## config.mk

```make
export PLATFORM = sky130hd
export DESIGN_NAME = emap_row_scheduler
export DESIGN_NICKNAME = d
export VERILOG_FILES = /design/src/rtl/emap_row_scheduler.sv
export SDC_FILE = /design/constraint.sdc
export NUM_CORES = 1
export LEC_CHECK = 0
export BUFFER_PORTS_ARGS = -buffer_cell sky130_fd_sc_hd__buf_2
export CORE_ASPECT_RATIO = 0.6
export CORE_MARGIN = 4
export CORE_UTILIZATION = 40
export DETAILED_ROUTE_END_ITERATION = 10
export GPL_TIMING_DRIVEN = 1
export PLACE_DENSITY = 0.58
export SETUP_SLACK_MARGIN = 0.02
export SLEW_MARGIN = 20
export SYNTH_ARGS = -nofsm -noshare
export SYNTH_HDL_FRONTEND = slang
export SYNTH_SLANG_ARGS = --single-unit
export TNS_END_PERCENT = 1
```

## constraint.sdc

```tcl
create_clock -name clk -period 4.4 [get_ports clk]
set_input_delay 0.44 -clock clk [delete_from_list [all_inputs] [get_ports clk]]
set_output_delay 0.44 -clock clk [all_outputs]
set_load 0.005 [all_outputs]
```

## src/rtl/emap_row_scheduler.sv

```systemverilog
// emap_row_scheduler: walks rows 0..no_of_rows-1, fetches each row's chunk count, launches the gather unit and tags its output_row stream.
// Latency: out_valid/chunk_last/row_last follow each emap_you_can_read pulse by exactly EMAP_LAT cycles.
// Backpressure: a row is only launched when acc_ready=1; vector writes (wr_req) are granted only in IDLE/ARB with no tags in flight.
//
// Ports: clk/rst_n (rising edge, async active-low reset); start/no_of_rows begin a pass;
//        idx_rd_en/idx_rd_addr/idx_multiples form the index-memory read (data one cycle after the strobe);
//        emap_read_preprocess/emap_you_can_read/emap_write_enable talk to the gather unit; wr_req/wr_gnt arbitrate vector updates;
//        acc_ready is downstream readiness; out_valid/chunk_last/row_last tag the gather output;
//        busy/done/err_clamp report status; perf_busy_cycles/perf_stall_cycles are optional counters.
// Optional feature: define EMAP_SCHED_PERF_EN to build the performance counters (otherwise both read 0).
module emap_row_scheduler #(
    parameter int ROW_W    = 16,
    parameter int MULT_W   = 32,
    parameter int MAX_MULT = 3,
    parameter int EMAP_LAT = 2
) (
    input  logic              clk,
    input  logic              rst_n,
    input  logic              start,
    input  logic [ROW_W-1:0]  no_of_rows,
    output logic              idx_rd_en,
    output logic [ROW_W-1:0]  idx_rd_addr,
    input  logic [MULT_W-1:0] idx_multiples,
    output logic              emap_read_preprocess,
    input  logic              emap_you_can_read,
    output logic              emap_write_enable,
    input  logic              wr_req,
    output logic              wr_gnt,
    input  logic              acc_ready,
    output logic              out_valid,
    output logic              chunk_last,
    output logic              row_last,
    output logic              busy,
    output logic              done,
    output logic              err_clamp,
    output logic [31:0]       perf_busy_cycles,
    output logic [31:0]       perf_stall_cycles
);

    typedef enum logic [2:0] {
        IDLE, FETCH, WAIT_IDX, ARB, ISSUE, RUN, DRAIN, DONE
    } state_t;

    localparam logic [MULT_W-1:0] MAX_M = MULT_W'(MAX_MULT);

    state_t            state_q, state_d;
    logic [ROW_W-1:0]  row_cnt_q, row_cnt_d;
    logic [ROW_W-1:0]  rows_q, rows_d;
    logic [MULT_W-1:0] mult_q, mult_d;
    logic [MULT_W-1:0] chunk_cnt_q, chunk_cnt_d;
    logic              err_clamp_q, err_clamp_d;

    // Tag pipe, one entry per cycle of gather latency: {valid, chunk_last, row_last}.
    logic [2:0]        tag_q [EMAP_LAT];

    logic              pipe_empty;
    logic              last_row;
    logic              gnt;
    logic              push;
    logic              push_cl;
    logic              push_rl;

    always_comb begin
        pipe_empty = 1'b1;
        for (int i = 0; i < EMAP_LAT; i++) begin
            if (tag_q[i][2]) pipe_empty = 1'b0;
        end
    end

    // rows_q is never 0 outside IDLE, so rows_q-1 is the index of the final row; wraps cleanly at 2^ROW_W-1 rows.
    assign last_row = (row_cnt_q == rows_q - ROW_W'(1));

    always_comb begin
        state_d     = state_q;
        row_cnt_d   = row_cnt_q;
        rows_d      = rows_q;
        mult_d      = mult_q;
        chunk_cnt_d = chunk_cnt_q;
        err_clamp_d = err_clamp_q;
        gnt         = 1'b0;
        push        = 1'b0;
        push_cl     = 1'b0;
        push_rl     = 1'b0;
        case (state_q)
            IDLE: begin
                // A pending write beats start; start is simply seen again next cycle if still held.
                if (wr_req) begin
                    gnt = 1'b1;
                end else if (start) begin
                    row_cnt_d   = '0;
                    rows_d      = no_of_rows;
                    err_clamp_d = 1'b0;
                    state_d     = (no_of_rows == '0) ? DONE : FETCH;
                end
            end
            FETCH: state_d = WAIT_IDX;
            WAIT_IDX: begin
                if (idx_multiples > MAX_M) begin
                    mult_d      = MAX_M;
                    err_clamp_d = 1'b1;
                end else begin
                    mult_d = idx_multiples;
                end
                state_d = ARB;
            end
            ARB: begin
                if (wr_req) begin
                    gnt = 1'b1;
                end else if (mult_q == '0) begin
                    row_cnt_d = row_cnt_q + ROW_W'(1);
                    state_d   = last_row ? DONE : FETCH;
                end else if (acc_ready) begin
                    state_d = ISSUE;
                end
            end
            ISSUE: begin
                chunk_cnt_d = '0;
                state_d     = RUN;
            end
            RUN: begin
                if (emap_you_can_read) begin
                    push        = 1'b1;
                    push_cl     = (chunk_cnt_q == mult_q - MULT_W'(1));
                    push_rl     = push_cl && last_row;
                    chunk_cnt_d = chunk_cnt_q + MULT_W'(1);
                    if (push_cl) state_d = DRAIN;
                end
            end
            DRAIN: begin
                if (pipe_empty) begin
                    row_cnt_d = row_cnt_q + ROW_W'(1);
                    state_d   = last_row ? DONE : FETCH;
                end
            end
            DONE:    state_d = IDLE;
            default: state_d = IDLE;
        endcase
    end

    always_ff @(posedge clk or negedge rst_n) begin
        if (!rst_n) begin
            state_q     <= IDLE;
            row_cnt_q   <= '0;
            rows_q      <= '0;
            mult_q      <= '0;
            chunk_cnt_q <= '0;
            err_clamp_q <= 1'b0;
            for (int i = 0; i < EMAP_LAT; i++) tag_q[i] <= '0;
        end else begin
            state_q     <= state_d;
            row_cnt_q   <= row_cnt_d;
            rows_q      <= rows_d;
            mult_q      <= mult_d;
            chunk_cnt_q <= chunk_cnt_d;
            err_clamp_q <= err_clamp_d;
            tag_q[0]    <= {push, push_cl, push_rl};
            for (int i = 1; i < EMAP_LAT; i++) tag_q[i] <= tag_q[i-1];
        end
    end

    assign idx_rd_en            = (state_q == FETCH);
    assign idx_rd_addr          = idx_rd_en ? row_cnt_q : '0;
    assign emap_read_preprocess = (state_q == ISSUE);
    // The grant is combinational from wr_req, so it is masked while reset is held to keep all outputs low.
    assign wr_gnt               = gnt & rst_n;
    assign emap_write_enable    = gnt & rst_n;
    assign out_valid            = tag_q[EMAP_LAT-1][2];
    assign chunk_last           = tag_q[EMAP_LAT-1][1];
    assign row_last             = tag_q[EMAP_LAT-1][0];
    assign busy                 = (state_q != IDLE);
    assign done                 = (state_q == DONE);
    assign err_clamp            = err_clamp_q;

`ifdef EMAP_SCHED_PERF_EN
    logic        start_acc;
    logic        stall;
    logic [31:0] perf_busy_q;
    logic [31:0] perf_stall_q;

    assign start_acc = (state_q == IDLE) && start && !wr_req;
    // ARB cycles that do not advance: spent on a write grant, or waiting on the accumulator for a non-empty row.
    assign stall     = (state_q == ARB) && (wr_req || ((mult_q != '0) && !acc_ready));

    always_ff @(posedge clk or negedge rst_n) begin
        if (!rst_n) begin
            perf_busy_q  <= '0;
            perf_stall_q <= '0;
        end else if (start_acc) begin
            perf_busy_q  <= '0;
            perf_stall_q <= '0;
        end else begin
            if (busy && (perf_busy_q != '1))   perf_busy_q  <= perf_busy_q + 32'd1;
            if (stall && (perf_stall_q != '1)) perf_stall_q <= perf_stall_q + 32'd1;
        end
    end

    assign perf_busy_cycles  = perf_busy_q;
    assign perf_stall_cycles = perf_stall_q;
`else
    assign perf_busy_cycles  = '0;
    assign perf_stall_cycles = '0;
`endif

endmodule
```

* Yosys cells after proc, flatten, opt, wreduce, memory -nomap -nowiden *
Index checks and enable logic that the tools add are counted.

operators by class
  $add $sub $neg = 4
  magnitude comparators = 1
  equal/unequal tests = 18
  multiplexer cells = 35
  bitwise operators = 2
  reduce and logical (&&, ||, !) cells = 14

operators with widths
  kind                     count
  $mux W16                 6
  $mux W32                 2
  $pmux W32 S2             1
  $pmux W16 S3             1
  $add A32 B1 Y32 const B  1
  $eq A32 B32 Y1           1
  $gt A32 B2 Y1 const B    1
  $logic_not A32 Y1        1
  $sub A32 B1 Y32 const B  1
  $mux W3                  10
  $pmux W3 S8              1
  $add A16 B1 Y16 const B  1
  $eq A16 B16 Y1           1
  $logic_not A16 Y1        1
  $ne A2 B2 Y1 const B     8
  $sub A16 B1 Y16 const B  1
  $mux W1                  13
  $eq A3 B3 Y1 const B     4
  $reduce_and A7 Y1        1
  $eq A3 B2 Y1 const B     2
  $reduce_and A6 Y1        1
  $reduce_bool A3 Y1       2
  $reduce_and A4 Y1        1
  $reduce_bool A2 Y1       2
  10 further kinds         10

storage, ports and cells
  bits in registers = 106
  bits of input ports = 54
  output and inout bits = 90
  word-level logic and storage cells = 82

* Longest topological paths before layout *
Gate-level depths: netlist of run 1.

  depth after elaboration = 6
  gate-level depth with buffers = 11

* Worst setup path after synthesis of run 1 *
OpenSTA, ideal clock, no wires.

  path type = register -> register
  start = reg mult_q[0]
  end = reg state_q[0]
  library setup time = 0.125 ns
  arrival time = 3.305 ns
  data required time = 4.275 ns
  path slack = 0.970 ns
  stages on the path, launching flop included = 12
  buffers on the path = 0
  period minus slack after synthesis = 3.430 ns
  path through = dfrtp_1 inv_1 ha_1 nor3b_1 nand2_1 or4_1 a32o_1 nor4_1 o2111ai_1 or4_1 a31o_2 mux2_4

on the way
  longest elaborated chain between the ends = 4
  elaborated cells between the ends (all ways) = 9
  classes of those cells = add/sub (1); eq/ne (3); mux (3); reduce/logical (2)

ends and longest elaborated chain
  item                                                        RTL line  RTL
  start: declaration                                          49        logic [MULT_W-1:0] mult_q, mult_d;
  start signal: assignment                                    153       mult_q <= mult_d;
  $sub A32 B1 Y32 or $logic_not A32 Y1 (tied branches)        123, 109
  $eq A32 B32 Y1 or $mux W3 (tied branches)                   123, 109
  $ne A2 B2 Y1 (no line) or $mux W3 (tied branches)           --
  $reduce_and A7 Y1 (no line) or $pmux W3 S8 (tied branches)  --
  end signal: assignment                                      150       state_q <= state_d;
  end: declaration                                            46        state_t state_q, state_d;

Parallel ways exist; a longest one is shown, timed or not. The select of a mux whose other input is x is not followed.
A chain may end at the register's enable or synchronous reset.

* Worst setup path in the final report of run 1 *
  start = reg mult_q[0]
  end = reg state_q[1]

The elaborated chain is that of the path after synthesis.

==> reports/metrics.csv, run 1 <==
metric,value,unit
clock_power_share,24.4,%
vias,5437,
fp.dieArea,19500,um^2
top_usage_layer,met1,
layout.cells.non_filler,1064,
synth_sequential_area_ratio,38.3,%
synthArstFlopShare,100,%
worstSetupStartpointType,register,
dp_hpwl,13.2,mm
final_period_minus_worst_setup_slack,3880,ps
layout.cells.most_common,sky130_fd_sc_hd__dfrtp_1,
timing_worst_slew_pin_value,961,ps
internal-power,2.16,mW
floorplan.die.height,110,um
portion_of_total_power_attributed_to_combinational_logic,37.7,%
die-width,178,um
r2r_setup_slack,520,ps
cts.clk_slew.worst_paths,80,ps
final.setup_skew,9.92,ps
worstPathRequired,4640,ps
total_placed_cells_including_tap_cells,1048,
clkLatencyLatePin,350,ps
ctsLongestPathBuffers,2,
synth_area_per_cell,9.10,um^2
timing.critical_path.to_type,register,
antenna_cells,0,
synth-edff-count,0,
core-area,16600,um^2
clock.fmax,0.258,GHz
maximum_vdd_drop,0.000244,V
cts.repair.resized,0,
initial_core_util,41.7,%
timing.setup.critical_path_class,register to register,
design.final.nets,890,
report.final.slew_viol_count,0,
max_cap_violations,0,
rsz0062_at_grt,false,
grt_start_max_net_pins,62,
hold_path.class,input port to asynchronous set/reset pin,
global_route.usage.met3,3.92,%
worst_r2r_path_depth,11,
finalWirelength,17.3,mm
grt_util_met1,31.5,%
grt_pass1_wl,27.0,mm
outcome,completed,
ctsHtreeMaxLevel,3,
floorplan.io_pins,144,
final_cell_mix,"sky130_fd_sc_hd__dfrtp_1 (106), sky130_fd_sc_hd__buf_2 (78), sky130_fd_sc_hd__nor2_1 (64), sky130_fd_sc_hd__conb_1 (64), sky130_fd_sc_hd__xor2_1 (48)",
postSynthRegisterBits,106,
yosys_most_used_dff,sky130_fd_sc_hd__dfrtp_1,
maxSlewHeadroom,35.8,%
cts.sink_count,106,
netSwitchingPower,1.34,mW
postCtsSetupRepairBufs,0,
grt_pass1_vias,4755,
global_route.overflow_total,0,
power.density_cell_area,459,nW/um^2
synth-warning-count,0,
num-fill-cells,1641,
crit-reg2reg-launch,mult_q[0]$_DFFE_PN0P_,
use_met2,20.5,%
routed_wire_per_std_cell,16.2,um
crit_path_max_fanout,6,
drt-pass1-iter-count,4,
detail_route.drc_violations,0,
finalSetupViolCount,0,
gr-usage-all-layers,17.8,%
placement.io_buffers,79,
initial_antenna_violation_count,0,
floorplan.rows,36,
period_share,88.1,%
p_sw_share,38.3,%
synth.distinct_cells,58,
cts_buffers,9,
syn-instance-count,760,
post_route_cells_drive_above_1_share,16.3,%
first_iter_violations,419,
detail-route-antenna-nets,0,
hold_vio_cnt_final,0,
syn2layout_area_growth,10.1,%
crit_arrival,4110,ps
setup-tns-final,0,ps
cellLeakagePower,3.58,nW
final_core_util,46.0,%
worst_flop_to_flop_path_endpoint,state_q[1]$_DFFE_PN0P_,
synthesis.area,6920,um^2
via_per_inst,5.11,
cts_hold_repair.buffers,0,
totalPowerFinal,3.50,mW
cts-root-buf,sky130_fd_sc_hd__clkbuf_16,
power.share.sequential,37.8,%
gpl.final_weighted_congestion,0.854,
tritoncts,yes,
[sequential cells by signal, summed over array words and instances (netlist names)]
| name | cells |
|---|---|
| chunk_last | 1 |
| row_cnt_q | 16 |
| row_last | 1 |
| out_valid | 1 |
| rows_q | 16 |
| mult_q | 32 |
| chunk_cnt_q | 32 |
| tag_q | 3 |
| err_clamp | 1 |
| state_q | 3 |
[synth_stat cells, types with 22 or more instances]
master / instances / area (um^2)
sky130_fd_sc_hd__clkbuf_1: 22 / 82.6
sky130_fd_sc_hd__xnor2_1: 44 / 385
sky130_fd_sc_hd__nand3_1: 25 / 125
sky130_fd_sc_hd__nor2b_1: 46 / 288
sky130_fd_sc_hd__nand2_1: 42 / 158
sky130_fd_sc_hd__buf_4: 65 / 488
sky130_fd_sc_hd__dfrtp_1: 106 / 2650
sky130_fd_sc_hd__o21ai_0: 26 / 130
sky130_fd_sc_hd__nor3_1: 23 / 115
sky130_fd_sc_hd__xor2_1: 48 / 420
sky130_fd_sc_hd__nor2_1: 66 / 248
sky130_fd_sc_hd__nor4_1: 25 / 156
[worst max-delay path, stage by stage, from the launching register on]
cell                        delay, ps
sky130_fd_sc_hd__dfrtp_1          420
sky130_fd_sc_hd__inv_1            130
sky130_fd_sc_hd__ha_1             230
sky130_fd_sc_hd__nor3b_1          330
sky130_fd_sc_hd__nand2_1          220
sky130_fd_sc_hd__or4_1            560
sky130_fd_sc_hd__a32o_1           240
sky130_fd_sc_hd__nor4_1           330
sky130_fd_sc_hd__o2111ai_1        190
sky130_fd_sc_hd__or4_1            500
sky130_fd_sc_hd__a31o_2           300
sky130_fd_sc_hd__mux2_4           300
[logic make-up (layout without fill, tap and decap cells)]
| logic type | after synthesis | in the layout | share of synthesized area, % |
|---|---|---|---|
| fa+ha+maj | 5 | 5 | 0.904 |
| flops | 106 | 106 | 38.3 |
| mux | 25 | 25 | 4.10 |
| xor+xnor | 92 | 92 | 11.6 |
| simple gates | 343 | 343 | 27.8 |
| other cells | 1 | 64 | 0.0542 |
| compound gates | 86 | 86 | 7.97 |
| buf+inv | 102 | 115 | 9.17 |
[power groups by stage]
stage,Clock [mW],Sequential [mW],Combinational (mW)
floorplan,0,1.23,1.06
global placement,0,1.33,1.30
detailed placement,0,1.34,1.31
CTS,0.877,1.32,1.31
global route,0.916,1.35,1.46
finish,0.856,1.32,1.32
[per-stage QoR]
step | instance area [um^2] | setup WS (ps) | hold WS [ps]
finish | 7620 | 523 | 98.2
CTS | 7620 | 554 | 136
global placement | 7310 | 724 | 377
floorplan | 7160 | 970 | 144
detailed placement | 7310 | 591 | 365
global route | 7620 | 280 | 149
[routing by layer]
| layer | vias to the layer above | part of all wire [%] |
|---|---|---|
| met2 | 187 | 35 |
| li1 | 2668 | - |
| met5 | - | 0 |
| met1 | 2574 | 58 |
| met3 | 8 | 6.8 |
| met4 | 0 | 0.59 |
[final cells by class]
type / count / area (um^2) / share of cell area, %
clock buffers: 10 / 239 / 3.14
multi-input cells: 615 / 3870 / 50.8
well taps: 228 / 285 / 3.74
repair buffers: 86 / 450 / 5.91
clock inverters: 6 / 71.3 / 0.936
flip-flops and latches: 106 / 2650 / 34.8
inverters: 13 / 48.8 / 0.640
[how the worst max path moves through the flow]
stage	start	to	slack [ps]	cells past startpoint
CTS	mult_q[0]$_DFFE_PN0P_	state_q[1]$_DFFE_PN0P_	550	11
floorplan	mult_q[0]$_DFFE_PN0P_	state_q[0]$_DFFE_PN0P_	970	11
finish	mult_q[0]$_DFFE_PN0P_	state_q[1]$_DFFE_PN0P_	520	11
global route	mult_q[0]$_DFFE_PN0P_	state_q[1]$_DFFE_PN0P_	280	11
global placement	mult_q[0]$_DFFE_PN0P_	state_q[1]$_DFFE_PN0P_	720	11
detailed placement	mult_q[0]$_DFFE_PN0P_	state_q[1]$_DFFE_PN0P_	590	11
Note: power is estimated with default switching activity, not from simulation.
==> inputs of run 2 (changes only) <==
CORE_ASPECT_RATIO = default   (was 0.6)
==> reports/metrics.csv, run 2 (same netlist as run 1, synthesis figures left out) <==
metric,value,unit,change
syn2layout_area_growth,10.0,%,about the same
dp_hpwl,12.2,mm,-8.0%
cts.repair.resized,0,,unchanged
worstSetupStartpointType,register,,
core-area,16800,um^2,+1.1%
grt_util_met1,24.8,%,-6.7 points
cellLeakagePower,3.58,nW,-0.14%
top_usage_layer,met1,,
fp.dieArea,19500,um^2,-0.36%
power.share.sequential,37.5,%,-0.3 points
report.final.slew_viol_count,0,,unchanged
floorplan.rows,47,,+31%
totalPowerFinal,3.44,mW,-1.6%
gpl.final_weighted_congestion,0.851,,-0.36%
placement.io_buffers,79,,unchanged
initial_antenna_violation_count,0,,unchanged
clkLatencyLatePin,360,ps,about the same
routed_wire_per_std_cell,15.0,um,-7.5%
final_period_minus_worst_setup_slack,3810,ps,-63.6 ps
final_core_util,45.4,%,-0.55 points
maximum_vdd_drop,0.000208,V,-15%
timing.setup.critical_path_class,register to register,,
p_sw_share,37.6,%,-0.71 points
rsz0062_at_grt,false,,
largest_registers,"chunk_cnt_q (32), mult_q (32)",,
via_per_inst,5.09,,-0.43%
floorplan.die.height,140,um,+27%
global_route.overflow_total,0,,unchanged
final_cell_mix,"sky130_fd_sc_hd__dfrtp_1 (106), sky130_fd_sc_hd__buf_2 (78), sky130_fd_sc_hd__nor2_1 (64), sky130_fd_sc_hd__conb_1 (64), sky130_fd_sc_hd__xor2_1 (48)",,
crit_path_max_fanout,6,,unchanged
clock_power_share,24.1,%,-0.3 points
cts.clk_slew.worst_paths,70,ps,about the same
max_cap_violations,0,,unchanged
detail-route-antenna-nets,0,,unchanged
grt_start_max_net_pins,56,,-9.7%
grt_pass1_vias,4874,,+2.5%
netSwitchingPower,1.30,mW,-3.4%
total_placed_cells_including_tap_cells,1041,,-0.67%
initial_core_util,41.3,%,-0.46 points
ctsHtreeMaxLevel,3,,unchanged
use_met2,23.9,%,+3.5 points
finalSetupViolCount,0,,unchanged
clock.fmax,0.262,GHz,+1.7%
finalWirelength,15.9,mm,-8.1%
gr-usage-all-layers,16.4,%,-1.4 points
design.final.nets,891,,+0.11%
detail_route.drc_violations,0,,unchanged
timing_worst_slew_pin_value,766,ps,-195 ps
vias,5378,,-1.1%
timing.critical_path.to_type,register,,
layout.cells.non_filler,1057,,-0.66%
portion_of_total_power_attributed_to_combinational_logic,38.4,%,+0.7 points
internal-power,2.15,mW,-0.46%
cts.sink_count,106,,unchanged
holdWs,104,ps,+5.85 ps
num-fill-cells,1692,,+3.1%
first_iter_violations,338,,-19%
maxSlewHeadroom,48.9,%,+13 points
power.density_cell_area,452,nW/um^2,-1.5%
final.setup_skew,6.09,ps,-3.83 ps
cts_buffers,9,,unchanged
global_route.usage.met3,2.64,%,-1.3 points
worstPathRequired,4640,ps,about the same
grt_pass1_wl,26.2,mm,-3.0%
tritoncts,yes,,
antenna_cells,0,,unchanged
floorplan.io_pins,144,,unchanged
drt-pass1-iter-count,4,,unchanged
postCtsSetupRepairBufs,0,,unchanged
post_route_cells_drive_above_1_share,16.5,%,+0.22 points
cts_hold_repair.buffers,0,,unchanged
cts-root-buf,sky130_fd_sc_hd__clkbuf_16,,
hold_path.class,input port to asynchronous set/reset pin,,
outcome,completed,,
setup-tns-final,0,ps,unchanged
hold_vio_cnt_final,0,,unchanged
ctsLongestPathBuffers,2,,unchanged
period_share,86.7,%,-1.4 points
layout.cells.most_common,sky130_fd_sc_hd__dfrtp_1,,
die-width,140,um,-22%
crit_arrival,4060,ps,-50 ps
-- run 2: cell count changes in the layout (fill, tap and decap cells not counted), sizes merged --
cell / delta
inv: -1
buf: +1
clkbuf: -1
clkinvlp: +2
-- run 2: worst paths after layout --
| kind | from | end | slack, ps | depth (start not counted) |
|---|---|---|---|---|
| worst max register to register | mult_q[0]$_DFFE_PN0P_ | state_q[0]$_DFFE_PN0P_ | 590 | 11 |
| worst min-delay path | rst_n | chunk_cnt_q[4]$_DFFE_PN0P_ | 100 | 1 |
| worst max-delay path | mult_q[0]$_DFFE_PN0P_ | state_q[0]$_DFFE_PN0P_ | 590 | 11 |
| min in group clk | no_of_rows[1] | rows_q[1]$_DFFE_PN0P_ | 320 | 3 |
| max in group asynchronous | rst_n | chunk_cnt_q[13]$_DFFE_PN0P_ | 3060 | 2 |
| worst min register to register | tag_q[4]$_DFF_PN0_ | chunk_last$_DFF_PN0_ | 380 | 0 |
-- run 2: critical path: stages (launching register included) --
cell and delay, ps:
sky130_fd_sc_hd__dfrtp_1 420, sky130_fd_sc_hd__inv_1 140, sky130_fd_sc_hd__ha_1 220, sky130_fd_sc_hd__nor3b_1 340, sky130_fd_sc_hd__nand2_1 220, sky130_fd_sc_hd__or4_1 540
sky130_fd_sc_hd__a32o_1 240, sky130_fd_sc_hd__nor4_1 300, sky130_fd_sc_hd__o2111ai_1 180, sky130_fd_sc_hd__or4_1 510, sky130_fd_sc_hd__a31o_2 300, sky130_fd_sc_hd__mux2_4 300
-- run 2: layout make-up --
type | instances | area (um^2) | share of cell area (%)
tap | 220 | 275 | 3.62
clock buffer | 9 | 225 | 2.96
sequential | 106 | 2650 | 34.8
multi-input combinational | 615 | 3880 | 50.9
clock inverter | 7 | 77.6 | 1.02
inverter | 13 | 48.8 | 0.641
timing repair buffer | 87 | 458 | 6.01
-- run 2: per-layer routing --
metal	part of all wire (%)	wire length, um
met4	1.6	250
met1	50	7970
met2	43	6750
met5	0	0
met3	5.6	890
-- run 2: power groups by stage --
stage,clock network [mW],logic [mW],registers [mW]
floorplan,0,1.06,1.23
global placement,0,1.32,1.30
detailed placement,0,1.32,1.31
CTS,0.851,1.33,1.29
global route,0.890,1.49,1.31
finish,0.831,1.32,1.29
-- run 2: per-stage QoR --
step / worst slack, ps / cell area (um^2)
2_1_floorplan: 970 / 7160
3_3_place_gp: 700 / 7310
3_5_place_dp: 619 / 7310
4_1_cts: 579 / 7610
5_1_grt: 303 / 7610
6_report: 587 / 7610
==> inputs of run 3 (changes only) <==
CELL_PAD_IN_SITES_DETAIL_PLACEMENT = 1   (was default)
CELL_PAD_IN_SITES_GLOBAL_PLACEMENT = 1   (was default)
PLACE_DENSITY = 0.75   (was 0.58)
==> reports/metrics.csv, run 3 (same netlist as run 1, synthesis figures left out) <==
metric,value,unit,change
placement.io_buffers,79,,unchanged
maxSlewHeadroom,39.6,%,-9.2 points
final_period_minus_worst_setup_slack,3850,ps,+37.7 ps
global_route.overflow_total,0,,unchanged
ctsHtreeMaxLevel,3,,unchanged
post_route_cells_drive_above_1_share,16.5,%,+0.060 points
area_of_the_multi_input_gates,3880,um^2,about the same
initial_core_util,41.3,%,unchanged
floorplan.die.height,140,um,unchanged
antenna_cells,0,,unchanged
power.share.sequential,35.5,%,-2.0 points
hold_vio_cnt_final,0,,unchanged
cts_buffers,9,,unchanged
floorplan.io_pins,144,,unchanged
finalSetupViolCount,0,,unchanged
setup-tns-final,0,ps,unchanged
portion_of_total_power_attributed_to_combinational_logic,37.9,%,-0.5 points
cts_hold_repair.buffers,0,,unchanged
initial_antenna_violation_count,0,,unchanged
outcome,completed,,
max_cap_violations,0,,unchanged
clock.fmax,0.260,GHz,-0.98%
clock_power_share,26.6,%,+2.5 points
crit_arrival,4090,ps,+30 ps
design.final.nets,894,,+0.34%
finalWirelength,17.3,mm,+9.3%
detail-route-antenna-nets,0,,unchanged
cellLeakagePower,3.63,nW,+1.4%
internal-power,2.27,mW,+5.6%
postCtsSetupRepairBufs,0,,unchanged
worstPathRequired,4640,ps,about the same
crit_path_max_fanout,6,,unchanged
cts-root-buf,sky130_fd_sc_hd__clkbuf_16,,
ctsLongestPathBuffers,2,,unchanged
period_share,87.5,%,+0.86 points
hold_path.class,input port to asynchronous set/reset pin,,
routed_wire_per_std_cell,16.4,um,+9.0%
timing_worst_slew_pin_value,904,ps,+138 ps
report.final.slew_viol_count,0,,unchanged
dp_hpwl,13.2,mm,+9.0%
netSwitchingPower,1.29,mW,-0.23%
clkLatencyLatePin,360,ps,about the same
rsz0062_at_grt,false,,
seq_area,2650,um^2,unchanged
largest_registers,"chunk_cnt_q (32), mult_q (32)",,
grt_pass1_wl,29.4,mm,+12%
final_cell_mix,"sky130_fd_sc_hd__dfrtp_1 (106), sky130_fd_sc_hd__buf_2 (78), sky130_fd_sc_hd__nor2_1 (64), sky130_fd_sc_hd__conb_1 (64), sky130_fd_sc_hd__xor2_1 (48)",,
grt_start_max_net_pins,57,,+1.8%
fp.dieArea,19500,um^2,unchanged
cts.repair.resized,0,,unchanged
cts.sink_count,106,,unchanged
gpl.final_weighted_congestion,0.810,,-4.7%
first_iter_violations,305,,-9.8%
die-width,140,um,unchanged
floorplan.rows,47,,unchanged
tritoncts,yes,,
cts.clk_slew.worst_paths,70,ps,about the same
grt_pass1_vias,5705,,+17%
timing.setup.critical_path_class,register to register,,
worstSetupStartpointType,register,,
core-area,16800,um^2,unchanged
drt-pass1-iter-count,4,,unchanged
num-fill-cells,2031,,+20%
syn2layout_area_growth,11.1,%,
final.setup_skew,11.5,ps,+5.42 ps
timing.critical_path.to_type,register,,
via_per_inst,5.21,,+2.5%
final_core_util,45.9,%,+0.45 points
p_sw_share,36.3,%,-1.3 points
power.density_cell_area,463,nW/um^2,+2.4%
maximum_vdd_drop,0.000221,V,+6.0%
layout.cells.most_common,sky130_fd_sc_hd__dfrtp_1,,
detail_route.drc_violations,0,,unchanged
gr-usage-all-layers,18.2,%,+1.7 points
vias,5527,,+2.8%
totalPowerFinal,3.56,mW,+3.4%
-- run 3: power by group through the flow --
stage,sequential [mW],clock (mW),combinational [mW]
4_1_cts,1.27,0.975,1.36
3_3_place_gp,1.28,0,1.32
5_1_grt,1.29,1.02,1.52
3_5_place_dp,1.29,0,1.35
2_1_floorplan,1.23,0,1.06
6_report,1.27,0.946,1.35
-- run 3: layout make-up --
type / count / share of cell area, %
Clock inverter: 6 / 1.61
Timing Repair Buffer: 90 / 6.25
Tap cell: 220 / 3.58
Sequential cell: 106 / 34.5
Inverter: 13 / 0.635
Multi-Input combinational cell: 615 / 50.4
Clock buffer: 10 / 2.98
-- run 3: final timing paths --
kind,start,to,slack [ps],cells after the start
setup reg to reg,mult_q[0]$_DFFE_PN0P_,state_q[0]$_DFFE_PN0P_,550,11
hold / removal,rst_n,mult_q[15]$_DFFE_PN0P_,160,1
setup / recovery,mult_q[0]$_DFFE_PN0P_,state_q[0]$_DFFE_PN0P_,550,11
min in group clk,no_of_rows[0],rows_q[0]$_DFFE_PN0P_,300,3
max in group asynchronous,rst_n,mult_q[24]$_DFFE_PN0P_,3050,2
hold reg to reg,tag_q[4]$_DFF_PN0_,chunk_last$_DFF_PN0_,370,0
-- run 3: critical path, stage by stage, from the launching register on --
cell                        delay [ps]
sky130_fd_sc_hd__dfrtp_1           430
sky130_fd_sc_hd__inv_1             150
sky130_fd_sc_hd__ha_1              220
sky130_fd_sc_hd__nor3b_1           370
sky130_fd_sc_hd__nand2_1           210
sky130_fd_sc_hd__or4_1             530
sky130_fd_sc_hd__a32o_1            230
sky130_fd_sc_hd__nor4_1            260
sky130_fd_sc_hd__o2111ai_1         200
sky130_fd_sc_hd__or4_1             520
sky130_fd_sc_hd__a31o_2            300
sky130_fd_sc_hd__mux2_4            300
-- run 3: routing by layer --
layer | track usage, % | up-vias | routed length, um
met3 | 3.02 | 14 | 583
met2 | 30.2 | 98 | 8500
met1 | 24.8 | 2742 | 8050
li1 | - | 2673 | -
met4 | 4.53 | 0 | 199
met5 | 0 | - | 0
-- run 3: stage by stage --
step / hold slack, ps / cells / cell area, um^2 / setup slack, ps
4_1_cts: 184 / 1060 / 7690 / 556
5_1_grt: 216 / 1060 / 7690 / 279
3_5_place_dp: 354 / 1044 / 7340 / 583
2_1_floorplan: 144 / 823 / 7160 / 970
6_report: 159 / 1060 / 7690 / 549
3_3_place_gp: 335 / 1044 / 7330 / 649
